===== src/rtl/rf_op_sequencer.sv =====
// Multi-cycle command sequencer for the 8-entry T1-T4/R1-R4 register file; owns all RF write enables.
// Optional feature: define RF_SEQ_ABORT_EN to add the Abort input (cancel a running command with Err).
module rf_op_sequencer #(
    parameter int CNT_W  = 4,
    parameter int DATA_W = 8
) (
    input  logic              Clock,
    input  logic              Reset,
`ifdef RF_SEQ_ABORT_EN
    input  logic              Abort,
`endif
    input  logic              CmdValid,
    output logic              CmdReady,
    input  logic [2:0]        Op,
    input  logic [2:0]        Dst,
    input  logic [2:0]        Src,
    input  logic [CNT_W-1:0]  Count,
    input  logic [DATA_W-1:0] ImmData,
    output logic [DATA_W-1:0] ImmHold,
    output logic              InSel,
    output logic [1:0]        FunSel,
    output logic [3:0]        RSel,
    output logic [3:0]        TSel,
    output logic [2:0]        O1Sel,
    output logic [2:0]        O2Sel,
    output logic              Busy,
    output logic              Done,
    output logic              Err
);
    typedef enum logic [2:0] {S_IDLE, S_WR, S_REP, S_SW1, S_SW2, S_SW3, S_DONE} state_t;

    localparam logic [2:0] OP_CLR = 3'd0, OP_LDI = 3'd1, OP_INC = 3'd2,
                           OP_DEC = 3'd3, OP_MOV = 3'd4, OP_SWAP = 3'd5;
    localparam logic [1:0] FUN_CLR = 2'b00, FUN_LOAD = 2'b01, FUN_DEC = 2'b10, FUN_INC = 2'b11;
    localparam logic [2:0] IDX_T4 = 3'd3;

    state_t             state;
    logic [2:0]         dst_q, src_q;
    logic [CNT_W-1:0]   cnt_q;
    logic [7:0]         wen_q;
    logic [1:0]         fun_q;
    logic               insel_q, done_q, err_q;
    logic [2:0]         o1_q, o2_q;
    logic [DATA_W-1:0]  imm_q;
    logic               abort_act;

    // Index coding matches the enable layout: bits 0-3 are T1-T4, bits 4-7 are R1-R4.
    function automatic logic [7:0] onehot(input logic [2:0] idx);
        return 8'd1 << idx;
    endfunction

`ifdef RF_SEQ_ABORT_EN
    assign abort_act = Abort && (state != S_IDLE) && (state != S_DONE);
`else
    assign abort_act = 1'b0;
`endif

    always_ff @(posedge Clock or posedge Reset) begin
        if (Reset) begin
            state   <= S_IDLE;
            dst_q   <= '0;
            src_q   <= '0;
            cnt_q   <= '0;
            wen_q   <= '0;
            fun_q   <= FUN_CLR;
            insel_q <= 1'b0;
            o1_q    <= '0;
            o2_q    <= '0;
            done_q  <= 1'b0;
            err_q   <= 1'b0;
        end else begin
            done_q <= 1'b0;
            err_q  <= 1'b0;
            case (state)
                S_IDLE: if (CmdValid) begin
                    dst_q   <= Dst;
                    src_q   <= Src;
                    o2_q    <= Dst;
                    o1_q    <= '0;
                    insel_q <= 1'b0;
                    wen_q   <= '0;
                    fun_q   <= FUN_LOAD;
                    case (Op)
                        OP_CLR: begin
                            state <= S_WR;
                            wen_q <= onehot(Dst);
                            fun_q <= FUN_CLR;
                        end
                        OP_LDI: begin
                            state <= S_WR;
                            wen_q <= onehot(Dst);
                        end
                        OP_INC, OP_DEC: begin
                            state <= S_REP;
                            wen_q <= onehot(Dst);
                            fun_q <= (Op == OP_INC) ? FUN_INC : FUN_DEC;
                            // cnt_q holds the REP cycles still to come after the first one
                            cnt_q <= (Count == '0) ? '0 : Count - 1'b1;
                        end
                        OP_MOV: begin
                            if (Dst == Src) begin
                                state  <= S_DONE;
                                done_q <= 1'b1;
                            end else begin
                                state   <= S_WR;
                                wen_q   <= onehot(Dst);
                                insel_q <= 1'b1;
                                o1_q    <= Src;
                            end
                        end
                        OP_SWAP: begin
                            if (Dst == IDX_T4 || Src == IDX_T4) begin
                                state  <= S_DONE;
                                done_q <= 1'b1;
                                err_q  <= 1'b1;
                            end else if (Dst == Src) begin
                                state  <= S_DONE;
                                done_q <= 1'b1;
                            end else begin
                                state   <= S_SW1;
                                wen_q   <= onehot(IDX_T4);
                                insel_q <= 1'b1;
                                o1_q    <= Dst;
                            end
                        end
                        default: begin
                            state  <= S_DONE;
                            done_q <= 1'b1;
                            err_q  <= 1'b1;
                        end
                    endcase
                end
                S_REP: begin
                    if (cnt_q == '0) begin
                        state  <= S_DONE;
                        wen_q  <= '0;
                        done_q <= 1'b1;
                    end else begin
                        cnt_q <= cnt_q - 1'b1;
                    end
                end
                S_SW1: begin
                    state <= S_SW2;
                    wen_q <= onehot(dst_q);
                    o1_q  <= src_q;
                end
                S_SW2: begin
                    state <= S_SW3;
                    wen_q <= onehot(src_q);
                    o1_q  <= IDX_T4;
                end
                S_WR, S_SW3: begin
                    state  <= S_DONE;
                    wen_q  <= '0;
                    done_q <= 1'b1;
                end
                S_DONE: begin
                    state   <= S_IDLE;
                    fun_q   <= FUN_CLR;
                    insel_q <= 1'b0;
                    o1_q    <= '0;
                end
                default: state <= S_IDLE;
            endcase
            if (abort_act) begin
                state  <= S_DONE;
                wen_q  <= '0;
                done_q <= 1'b1;
                err_q  <= 1'b1;
            end
        end
    end

    // Immediate is data, not control: captured at accept so LDI sees it during the WR cycle.
    always_ff @(posedge Clock) begin
        if (state == S_IDLE && CmdValid)
            imm_q <= ImmData;
    end

    assign {RSel, TSel} = wen_q & ~{8{abort_act}};
    assign CmdReady     = (state == S_IDLE);
    assign Busy         = (state != S_IDLE);
    assign Done         = done_q;
    assign Err          = err_q;
    assign FunSel       = fun_q;
    assign InSel        = insel_q;
    assign O1Sel        = o1_q;
    assign O2Sel        = o2_q;
    assign ImmHold      = imm_q;
endmodule


===== config.mk =====
export PLATFORM = sky130hd
export DESIGN_NAME = rf_op_sequencer
export DESIGN_NICKNAME = d
export VERILOG_FILES = /design/src/rtl/rf_op_sequencer.sv
export SDC_FILE = /design/constraint.sdc
export NUM_CORES = 1
export LEC_CHECK = 0
export CORE_UTILIZATION = 30
export CTS_BUF_LIST = sky130_fd_sc_hd__clkbuf_4
export DETAILED_ROUTE_END_ITERATION = 10
export DONT_BUFFER_PORTS = 1
export SYNTH_ARGS = -nofsm -noshare
export SYNTH_HDL_FRONTEND = slang
export SYNTH_SLANG_ARGS = --single-unit
export TNS_END_PERCENT = 5

===== constraint.sdc =====
create_clock -name Clock -period 1.8 [get_ports Clock]
set_input_delay 0.36 -clock Clock [delete_from_list [all_inputs] [get_ports Clock]]
set_output_delay 0.36 -clock Clock [all_outputs]
set_load 0.005 [all_outputs]

* Yosys cells after proc, flatten, opt, wreduce, memory -nomap -nowiden
Index checks and enable logic that the tools add are counted.
** Cells by class
- $add $sub $neg :: 2
- $mul :: 0
- Divide/modulo/power cells :: 0
- Magnitude comparators :: 0
- Equality and inequality tests :: 18
- Shifts and indexed selects :: 3
- Muxes and demuxes :: 44
- Bitwise logic cells :: 0
- Reductions and logical operators :: 22
** Operators by type and width (number)
- case mux 8 bit (5 select lines) :: 1
- 2-to-1 mux 3 bit :: 9
- 2-to-1 mux 4 bit :: 6
- 2-to-1 mux 8 bit :: 3
- case mux 3 bit (4 select lines) :: 2
- case mux 8 bit (3 select lines) :: 1
- left shift 1 x 3 -> 8 bit (first input constant) :: 3
- equality test 3 x 2 -> 1 bit (second input constant) :: 6
- equality test 3 bit (second input constant) :: 5
- case mux 3 bit (5 select lines) :: 1
- 2-to-1 mux 1 bit :: 11
- logical NOT 4 bit :: 2
- case mux 2 bit (2 select lines) :: 2
- case mux 4 bit (2 select lines) :: 1
- AND reduction 2 bit :: 4
- subtractor 4 x 1 -> 4 bit (second input constant) :: 2
- equality test 3 x 1 -> 1 bit (second input constant) :: 2
- logical NOT 3 bit :: 2
- inequality test 2 bit (second input constant) :: 3
- case mux 1 bit (2 select lines) :: 3
- case mux 1 bit (3 select lines) :: 2
- case mux 3 bit (2 select lines) :: 1
- OR reduction 2 bit :: 3
- nonzero test 5 bit :: 1
- other kinds (12) :: 13
** Word-level totals
- Flip-flop bits (word level) :: 37
- Bits in latches :: 0
- Bits in writable memories :: 0
- Memory bits (read-only) :: 0
- Input port bits :: 24
- Logic and storage cells :: 100
- Memories :: 0

* Longest topological paths before layout
Gate-level depths: netlist (run 1).
- Depth in word-level cells :: 6
- Mapped depth :: 7
- Gate-level depth less buffers :: 6

* Worst setup path after synthesis (run 1)
OpenSTA, ideal clock, no wires.
- Path type :: register -> register
- From :: register state[2]
- To :: register src_q[0]
- Setup time :: 125 ps
- Arrival time :: 1565 ps
- Data required time :: 1675 ps
- Slack :: 110 ps
- Cell stages (with the launch flop) :: 5
- Path buffers :: 1
- Period minus slack after synthesis :: 1690 ps
- Path through :: dfrtp_1 buf_2 nor2b_1 nor3b_4 mux2_2
** Between the ends
- Longest elaborated chain between the ends :: 2
** Ends and longest elaborated chain
- from (decl) :: RTL line 37 : state_t state;
- from (signal assigned) :: RTL line 60 : state <= S_IDLE;
- from (signal assigned) :: RTL line 85 : state <= S_WR;
- from (signal assigned) :: RTL line 90 : state <= S_WR;
- logical NOT 3 bit :: RTL line 74 : case (state)
- AND reduction 2 bit (no source line)
- to (signal assigned) :: RTL line 77 : src_q <= Src;
- to (decl) :: RTL line 38 : logic [2:0] dst_q, src_q;
No other way between the ends.
A chain may end at the register's enable or synchronous reset.

* Worst setup path after layout (run 1)
- From :: register state[2]
- To :: output CmdReady
** Between the ends
- Longest elaborated chain between the ends :: 1
** Ends and longest elaborated chain
- logical NOT 3 bit :: RTL line 181 : assign CmdReady = (state == S_IDLE);
- to (decl) :: RTL line 13 : output logic CmdReady,
No other way between the ends.

==> impl_metrics.yaml, run 1 <==
global_routing:
  grt_start_max_net_pins: 30
  grt_pass1_wl_um: 8956
  grt_pass1_vias: 1739
  antenna_found_initial: 0
  grtUsageTotal_pct: 15.74
  grt-ovfl-total: 0
clock_tree:
  clock_sinks: 37
  cts_inserted_buffers: 5
  cts_max_path_buffers: 2
  cts.htree.levels: 2
  clock_latency_ps: 360
  cts-root-buf: "clkbuf_4"
  cts_tree: "yes"
  clk_pin_slew_ps: 120
flow_run:
  drv_cap: 0
floorplanning:
  die_x_um: 86.40
  fp.dieH_um: 86.40
  start_util_pct: 31.28
  dieArea_mm2: 0.007465
  std_cell_rows: 30
  io_pins: 53
  design.core.area_mm2: 0.006832
setup_path:
  r2r_cells: 6
  r2r_setup_slack_ps: 70
  cp-start-kind: "register"
  worstSetupPathType: "reg -> out"
  worstPathRequired_ps: 1440
  cp_cell_sequence: "or3_4 > buf_6 > inv_4"
  r2r-start: "state[1]"
  crit_path_end_kind: "output pin"
  path_buf_inv: 2
  cp_data_arrival_time_ps: 1410
  critPathMaxStageDelay_ps: 450
  cp_top_family: "flip-flops"
  r2r_end: "wen_q[7]"
  cp_max_fo: 5
  cpMaxStageDelayCell: "dfrtp_2"
min_path:
  whs_endpoint: "wen_q[6]"
  holdPathStages: 1
  hold_path_class: "in -> reg"
  holdCritStartpoint: "Dst[0]"
power_and_ir_drop:
  power_leakage_nw: 1.024
  ir_worst_vdd_mv: 0.3944
  pwr_density_cell_mw_per_mm2: 1527
yosys:
  ys.flop_type: "dfrtp_1"
  synth_edf_count: 8
  avgSynthCellArea_um2: 9.670
  synth_area_leaders: "dfrtp_1 34%, edfxtp_1 11%, o21ai_0 4.7%, a21oi_1 3.3%, nand2b_1 2.6%"
  synthCells: 221
  synth_commonest_cells: "29 x dfrtp_1, 20 x o21ai_0, 14 x a21oi_1, 13 x inv_1, 12 x nand2_1"
  ys_types: 53
  yosys_register_bits: 37
  netlist_area_mm2: 0.002137
  yosysMostFrequentCell: "dfrtp_1"
  yosys_warnings: 0
  synth_largest_area_cell: "dfrtp_1"
  async_flop_share_pct: 78.38
  syn_nets: 246
  seq_area_frac_synth_pct: 45.20
  synth_top_area_share_pct: 33.96
timing:
  final-max-slew-violation-count: 0
  grt_setup_unrepaired: "true"
  clock-skew-final_ps: 15.48
  setup_viol: 0
  tightest_slew_ps: 437.4
  post-route-period-util_pct: 98.28
  fmax_ghz: 0.5653
  fin_crit_ps: 1769
  whs_ps: 84.99
  fin_setup_tns_ps: 0
  hold_violations: 0
  slew_headroom_pct: 70.84
final_layout:
  nNetsFinal: 265
  regArea_um2: 967.2
  fillerInstances: 708
  n_antenna_cell: 0
  final_cell_area_mm2: 0.002502
  drive_gt1_share_pct: 20.75
  multi_input_area_mm2: 0.001099
  syn2layout_area_growth_pct: 17.10
status:
  status: "complete, no violations"
placement:
  dpl_cell_area_mm2: 0.002354
  portBuffers: 0
  dpl.hpwl_um: 4067
  gp_congestion: 0.7984
detailed_routing:
  wl_per_cell_um: 16.58
  drtIter0Drc: 157
  num_vias: 1809
  wirelength_um: 5587
  drcViolationCount: 0
  firstDrtPassIters: 4
  via_per_inst: 5.368
  ant_nets: 0
-- flip-flops by register name, indices dropped and copies added (netlist names) --
name / cells
ImmHold: 8
wen_q: 8
cnt_q: 4
O1Sel: 3
O2Sel: 3
src_q: 3
state: 3
FunSel: 2
Done: 1
Err: 1
InSel: 1
-- routing by layer --
| metal | share of wire (%) | up-vias | track usage (%) |
|---|---|---|---|
| li1 | - | 861 | - |
| met1 | 45 | 895 | 20.27 |
| met2 | 46 | 47 | 24.17 |
| met3 | 7.7 | 6 | 6.286 |
| met4 | 1.3 | 0 | 5.000 |
| met5 | 0 | - | 0 |
-- per-stage QoR --
step / power, mW / worst slack, ps / util (%) / cells
global placement: 3.146 / 74.23 / 34.45 / 324
global route: 4.120 / -21.56 / 36.63 / 337
finish: 3.822 / 31.00 / 36.63 / 337
detailed placement: 3.173 / -7.304 / 34.45 / 324
floorplan: 2.568 / 110.3 / - / 221
CTS: 3.685 / 20.50 / 35.70 / 335
-- repair_timing --
item	CTS	global route
hold endpoints to repair	29	0
buffers inserted	2	2
resized for setup	2	13
pin swaps	0	2
hold buffers	1	0
endpoints found under the setup margin	3	8
-- how the worst max path moves through the flow --
| stage | startpoint | to | slack, ps | cells past startpoint |
|---|---|---|---|---|
| after floorplan | state[2] | src_q[0] | 110 | 4 |
| after global placement | cnt_q[0] | wen_q[4] | 70 | 6 |
| after detailed placement | cnt_q[0] | wen_q[4] | -7 | 6 |
| after CTS | state[0] | CmdReady | 20 | 3 |
| after global routing | state[2] | CmdReady | -20 | 3 |
| final | state[2] | CmdReady | 30 | 3 |
-- power by group --
group	internal, mW	total [mW]	switching, mW	leakage [nW]
Combinational	0.925	1.89	0.970	0.547
Clock	0.164	0.449	0.285	0.0354
Sequential	1.18	1.48	0.302	0.441
Total	2.27	3.82	1.56	1.02
-- kinds of logic (layout without fill, tap and decap cells) --
kind of cell               count (synthesis)  after routing  share of synthesized area (%)
AOI/OAI and AO/OA                         77             77                          24.41
adders and majority gates                  1              1                         0.5854
muxes                                      7              7                          3.513
DFF                                       37             37                          45.20
xor gates and xnor gates                   4              4                          1.640
and+or+nand+nor                           70             70                          19.61
buffers and inverters                     25             45                          5.035
-- cell usage in the layout (no fill, tap or decap), drive strengths merged, types with 4 or more instances in the layout --
cell type,instances
buf,23
edfxtp,8
o21ai,21
nand2,12
nor3b,5
nor3,7
dfrtp,29
a22oi,5
a21oi,14
nor2b,5
clkbuf,6
mux2,4
o31ai,6
nor2,9
inv,13
nand2b,9
-- area by class of cell --
class | instances | area share, %
clock buffers | 6 | 1.800
clock inverters | 2 | 0.4000
inverters | 13 | 2.050
multi-input cells | 159 | 43.90
flip-flops and latches | 37 | 38.65
well taps | 96 | 4.800
repair buffers | 24 | 8.400
(Power assumes the default switching activity.)
==> run 2, diff against run 1 <==
--- a/config.mk
+++ b/config.mk
@@ -5,10 +5,13 @@
 export SDC_FILE = /design/constraint.sdc
 export NUM_CORES = 1
 export LEC_CHECK = 0
+export CELL_PAD_IN_SITES_DETAIL_PLACEMENT = 1
+export CELL_PAD_IN_SITES_GLOBAL_PLACEMENT = 1
 export CORE_UTILIZATION = 30
 export CTS_BUF_LIST = sky130_fd_sc_hd__clkbuf_4
 export DETAILED_ROUTE_END_ITERATION = 10
 export DONT_BUFFER_PORTS = 1
+export PLACE_DENSITY_LB_ADDON = 0.1
 export SYNTH_ARGS = -nofsm -noshare
 export SYNTH_HDL_FRONTEND = slang
 export SYNTH_SLANG_ARGS = --single-unit
==> constraint.sdc (replaced) <==
create_clock -name Clock -period 1.8 [get_ports Clock]
set_input_delay 0.09 -clock Clock [delete_from_list [all_inputs] [get_ports Clock]]
set_output_delay 0.09 -clock Clock [all_outputs]
set_load 0.005 [all_outputs]
==> run 2 against run 1 <==
Clock power rose by 66%. Register-to-register slack got worse by 20 ps. Sequential power barely moved. Final cell count rose by 5.0%. Combinational power rose by 3%. Critical path type is now reg -> reg. Critical endpoint is now wen_q[0].
==> impl_metrics.yaml, run 2 (synthesis gave the netlist of run 1 again) <==
status:
  status: "complete, no violations"
placement:
  dpl.hpwl_um: 4797
  gp_congestion: 0.8455
  portBuffers: 0
  dpl.cell_count: 325
  dpl_cell_area_mm2: 0.002374
detailed_routing:
  ant_nets: 0
  drtIter0Drc: 98
  firstDrtPassIters: 4
  num_vias: 1941
  drcViolationCount: 0
  wl_per_cell_um: 19.13
  wirelength_um: 6773
  via_per_inst: 5.483
timing:
  setup_viol: 0
  slew_headroom_pct: 69.51
  hold_violations: 0
  fmax_ghz: 0.5702
  clock-skew-final_ps: 3.460
  final-max-slew-violation-count: 0
  post-route-period-util_pct: 97.44
  tightest_slew_ps: 454.2
  fin_crit_ps: 1754
  grt_setup_unrepaired: "true"
  whs_ps: 4.685
setup_path:
  cp-start-kind: "register"
  cp_data_arrival_time_ps: 2020
  worstPathRequired_ps: 2070
  startpoint: "state[2]"
  r2r_setup_slack_ps: 50
  cpMaxStageDelayCell: "dfrtp_2"
  r2r-start: "state[2]"
  critPathMaxStageDelay_ps: 470
  cp_max_fo: 7
  cp_cell_sequence: "buf_4 > nand3b_1 > o22ai_1 > o21ai_0 > o211ai_1"
  worstSetupPathType: "reg -> reg"
  r2r_cells: 5
  crit_path_end_kind: "register"
  r2r_end: "wen_q[0]"
power_and_ir_drop:
  cell_internal_pwr_mw: 2.573
  switching_power_mw: 1.627
  switching_share_pct: 38.74
  clockPowerShare_pct: 17.8
  combPwrFrac_pct: 46.5
  power_leakage_nw: 1.114
  pwr_density_cell_mw_per_mm2: 1533
  share_seq_of_total_power_pct: 35.7
  ir_worst_vdd_mv: 0.4633
clock_tree:
  clock_latency_ps: 350
  cts-root-buf: "clkbuf_4"
  cts_inserted_buffers: 5
  clk_pin_slew_ps: 120
  cts_max_path_buffers: 2
  cts.htree.levels: 2
  clock_sinks: 37
  cts_tree: "yes"
global_routing:
  grt_pass1_wl_um: 11010
  antenna_found_initial: 0
  grt_pass1_vias: 2045
  grt-ovfl-total: 0
  grt_start_max_net_pins: 30
  grtUsageTotal_pct: 19.46
min_path:
  holdPathStages: 3
  whs_endpoint: "wen_q[3]"
  holdCritStartpoint: "Op[2]"
  hold_path_class: "in -> reg"
final_layout:
  drive_gt1_share_pct: 18.60
  fin_cells: 354
  syn2layout_area_growth_pct: 28.22
  final_cell_mix: "28 x dfrtp_1, 20 x o21ai_0, 20 x dlygate4sd3_1"
  nNetsFinal: 282
  layout_commonest_cell: "dfrtp_1"
  fillerInstances: 787
  utilization_pct: 40.11
  final_cell_area_mm2: 0.002740
  n_antenna_cell: 0
floorplanning:
  start_util_pct: 31.28
  fp.dieH_um: 86.40
  io_pins: 53
  std_cell_rows: 30
  dieArea_mm2: 0.007465
  design.core.area_mm2: 0.006832
  die_x_um: 86.40
flow_run:
  drv_cap: 0
[run 2: power groups by stage]
stage	Combinational, mW	Clock, mW	Sequential, mW
floorplan	1.17	0	1.40
global placement	1.75	0	1.49
detailed placement	1.80	0	1.50
CTS	1.87	0.776	1.49
global route	2.18	0.810	1.56
finish	1.95	0.747	1.50
[run 2: layout make-up]
cell class / count / area, um2 / share of cell area (%)
Sequential cell: 37 / 967.2 / 35.30
Inverter: 13 / 48.80 / 1.781
Clock buffer: 5 / 37.54 / 1.370
Multi-Input combinational cell: 159 / 1115 / 40.68
Tap cell: 96 / 120.1 / 4.384
Timing Repair Buffer: 41 / 382.9 / 13.97
Clock inverter: 3 / 68.82 / 2.511
[run 2: routing by layer]
layer / share of wire, % / track usage [%] / vias to the layer above
met2: 49 / 31.53 / 50
met1: 44 / 26.12 / 987
met5: 0 / 0 / -
li1: - / - / 898
met4: 0.84 / 4.848 / 0
met3: 6.1 / 4.762 / 6
[run 2: worst max-delay path: cells and delay by family (launching register included)]
family / cells / cell delay (ps)
AOI/OAI and AO/OA: 3 / 740
DFF: 1 / 470
and+or+nand+nor: 1 / 280
buffers and inverters: 1 / 170
[run 2: stage by stage]
| stage | total power [mW] | TNS, ps | worst slack, ps |
|---|---|---|---|
| after floorplan | 2.568 | 0 | 110.3 |
| after global placement | 3.237 | 0 | 60.51 |
| after detailed placement | 3.308 | -205.5 | -49.91 |
| after CTS | 4.136 | 0 | 6.145 |
| after global routing | 4.545 | -42.92 | -42.92 |
| final | 4.200 | 0 | 46.13 |
[run 2: worst max-delay path by stage]
stage	endpoint	slack, ps	depth (start not counted)
2_1_floorplan	src_q[0]	110	4
3_3_place_gp	wen_q[0]	60	5
3_5_place_dp	wen_q[4]	-50	6
4_1_cts	wen_q[7]	6	5
5_1_grt	wen_q[0]	-40	5
6_report	wen_q[0]	50	5
[run 2: what timing repair did]
item | in CTS | in global routing
endpoints found under the setup margin | 7 | 10
resized for setup | 2 | 8
pin swaps | 0 | 0
hold buffers | 20 | 0
hold endpoints to repair | 59 | 0
setup buffers | 0 | 1
==> run 3, diff against run 2 <==
--- a/config.mk
+++ b/config.mk
@@ -11,7 +11,7 @@
 export CTS_BUF_LIST = sky130_fd_sc_hd__clkbuf_4
 export DETAILED_ROUTE_END_ITERATION = 10
 export DONT_BUFFER_PORTS = 1
-export PLACE_DENSITY_LB_ADDON = 0.1
+export PLACE_DENSITY_LB_ADDON = 0.05
 export SYNTH_ARGS = -nofsm -noshare
 export SYNTH_HDL_FRONTEND = slang
 export SYNTH_SLANG_ARGS = --single-unit
==> run 3 against run 2 <==
Cell area down 1.7%. Global-route usage decreased by 0.33 points. Non-clock buffer count increased by 3. Critical path type unchanged. Worst setup slack got worse by 18 ps. Clock power down 40%. Power shrank 7.3%. Fmax fell by 1.0%. Combinational power is essentially flat. Clock-buffer cell count unchanged. Final cell count grew 0.85%. Sequential share of layout area increased by 0.58 points.
==> impl_metrics.yaml, run 3 (synthesis gave the netlist of run 1 again) <==
floorplanning:
  io_pins: 53
  die_x_um: 86.40
  start_util_pct: 31.28
  dieArea_mm2: 0.007465
  fp.dieH_um: 86.40
  std_cell_rows: 30
  design.core.area_mm2: 0.006832
setup_path:
  cp-start-kind: "register"
  path_buf_inv: 1
  cp_cell_sequence: "buf_4 > or3b_1 > or4_1 > nand3_1"
  critPathMaxStageDelay_ps: 500
  cp_top_family: "simple AND/OR/NAND/NOR gates"
  worstSetupPathType: "reg -> reg"
  cp_max_fo: 7
  crit_path_end_kind: "register"
  cp_data_arrival_time_ps: 2060
  r2r_setup_slack_ps: 30
  cpMaxStageDelayCell: "or4_1"
  worstPathRequired_ps: 2090
power_and_ir_drop:
  finalPower_mw: 3.894
  ir_worst_vdd_mv: 0.5419
  power_leakage_nw: 1.106
  pwr_density_cell_mw_per_mm2: 1446
detailed_routing:
  wirelength_um: 6572
  drcViolationCount: 0
  wl_per_cell_um: 18.41
  drtIter0Drc: 41
  via_per_inst: 5.420
  num_vias: 1935
  firstDrtPassIters: 4
  ant_nets: 0
timing:
  final-max-slew-violation-count: 0
  slew_headroom_pct: 73.55
  clock-skew-final_ps: 12.13
  tightest_slew_ps: 394.1
  post-route-period-util_pct: 98.46
  setup_viol: 0
  fin_crit_ps: 1772
  grt_setup_unrepaired: "true"
  fmax_ghz: 0.5643
  hold_violations: 0
final_layout:
  drive_gt1_share_pct: 19.92
  fillerInstances: 806
  multi_input_area_mm2: 0.001122
  n_antenna_cell: 0
  nNetsFinal: 285
  layout_commonest_cell: "dfrtp_1"
  final_cell_mix: "29 x dfrtp_1, 24 x buf_4, 20 x o21ai_0, 20 x dlygate4sd3_1, 14 x a21oi_1"
  syn2layout_area_growth_pct: 26.00
  final_cell_area_mm2: 0.002693
  regArea_um2: 965.9
clock_tree:
  clock_latency_ps: 350
  cts.htree.levels: 2
  cts_inserted_buffers: 5
  cts_tree: "yes"
  clock_sinks: 37
  clk_pin_slew_ps: 120
  cts_max_path_buffers: 2
  cts-root-buf: "clkbuf_4"
global_routing:
  antenna_found_initial: 0
  grt_start_max_net_pins: 30
  grtUsageTotal_pct: 19.13
  grt_pass1_vias: 2063
  grt_pass1_wl_um: 10880
  grt-ovfl-total: 0
placement:
  portBuffers: 0
  gp_congestion: 0.7926
  dpl_cell_area_mm2: 0.002371
  dpl.hpwl_um: 4883
status:
  status: "complete, no violations"
min_path:
  hold_path_class: "in -> reg"
flow_run:
  drv_cap: 0
==> run 3: changes by cell type in the layout (fill, tap and decap cells not counted), sizes merged <==
cell / before / now
clkinv: 0 / 2
inv: 14 / 13
clkinvlp: 0 / 1
buf: 21 / 24
bufinv: 2 / 0
==> run 3: metrics by stage <==
step           instances  hold WS, ps  setup slack, ps  utilization (%)  TNS [ps]
5_1_grt              357        40.77           -58.57            39.41    -86.39
4_1_cts              356        28.83            26.44            38.55         0
2_1_floorplan        221        168.1            110.3                -         0
3_3_place_gp         328        84.67            48.95            34.71         0
6_report             357        36.62            27.74            39.41         0
3_5_place_dp         328        94.74            30.27            34.71         0
==> run 3: final cells by class <==
class                           instances  area share (%)
Clock buffer                            5           1.394
Clock inverter                          3          0.6506
Inverter                               13           1.812
Multi-Input combinational cell        159           41.68
Sequential cell                        37           35.87
Tap cell                               96           4.461
Timing Repair Buffer                   44           14.13
==> run 3: worst reg2reg max path: cells and delay by family (launching register included) <==
| kind | cells | cell delay, ps |
|---|---|---|
| buf+inv | 1 | 180 |
| flops | 1 | 430 |
| simple gates | 3 | 1090 |
==> run 3: metal layers <==
layer / up-vias / share of wire [%] / GRT usage [%]
met4: 0 / 0.84 / 4.091
met2: 40 / 51 / 34.05
met1: 987 / 44 / 23.88
met5: - / 0 / 0
met3: 6 / 3.6 / 3.905
li1: 902 / - / -
==> run 3: worst paths after layout <==
path | startpoint | end | cells past startpoint
worst max-delay path | state[0] | cnt_q[0] | 4
worst min-delay path | Op[0] | O1Sel[1] | 3
worst max register to register | state[0] | cnt_q[0] | 4
worst min register to register | wen_q[0] | wen_q[0] | 2
max in group asynchronous | Reset | wen_q[5] | 3
min in group asynchronous | Reset | Err | 3
==> run 3: what timing repair did <==
action	4_1_cts	5_1_grt
setup endpoints to repair	1	11
resized for setup	2	9
buffers inserted	0	1
endpoints found under the hold margin	58	0
pin swaps	0	1
cloned	0	0
hold buffers	20	0
==> run 3: power by group <==
| group | internal [mW] | switching, mW |
|---|---|---|
| Combinational | 0.943 | 1.03 |
| Sequential | 1.17 | 0.296 |
| Clock | 0.148 | 0.302 |
| Total | 2.26 | 1.63 |
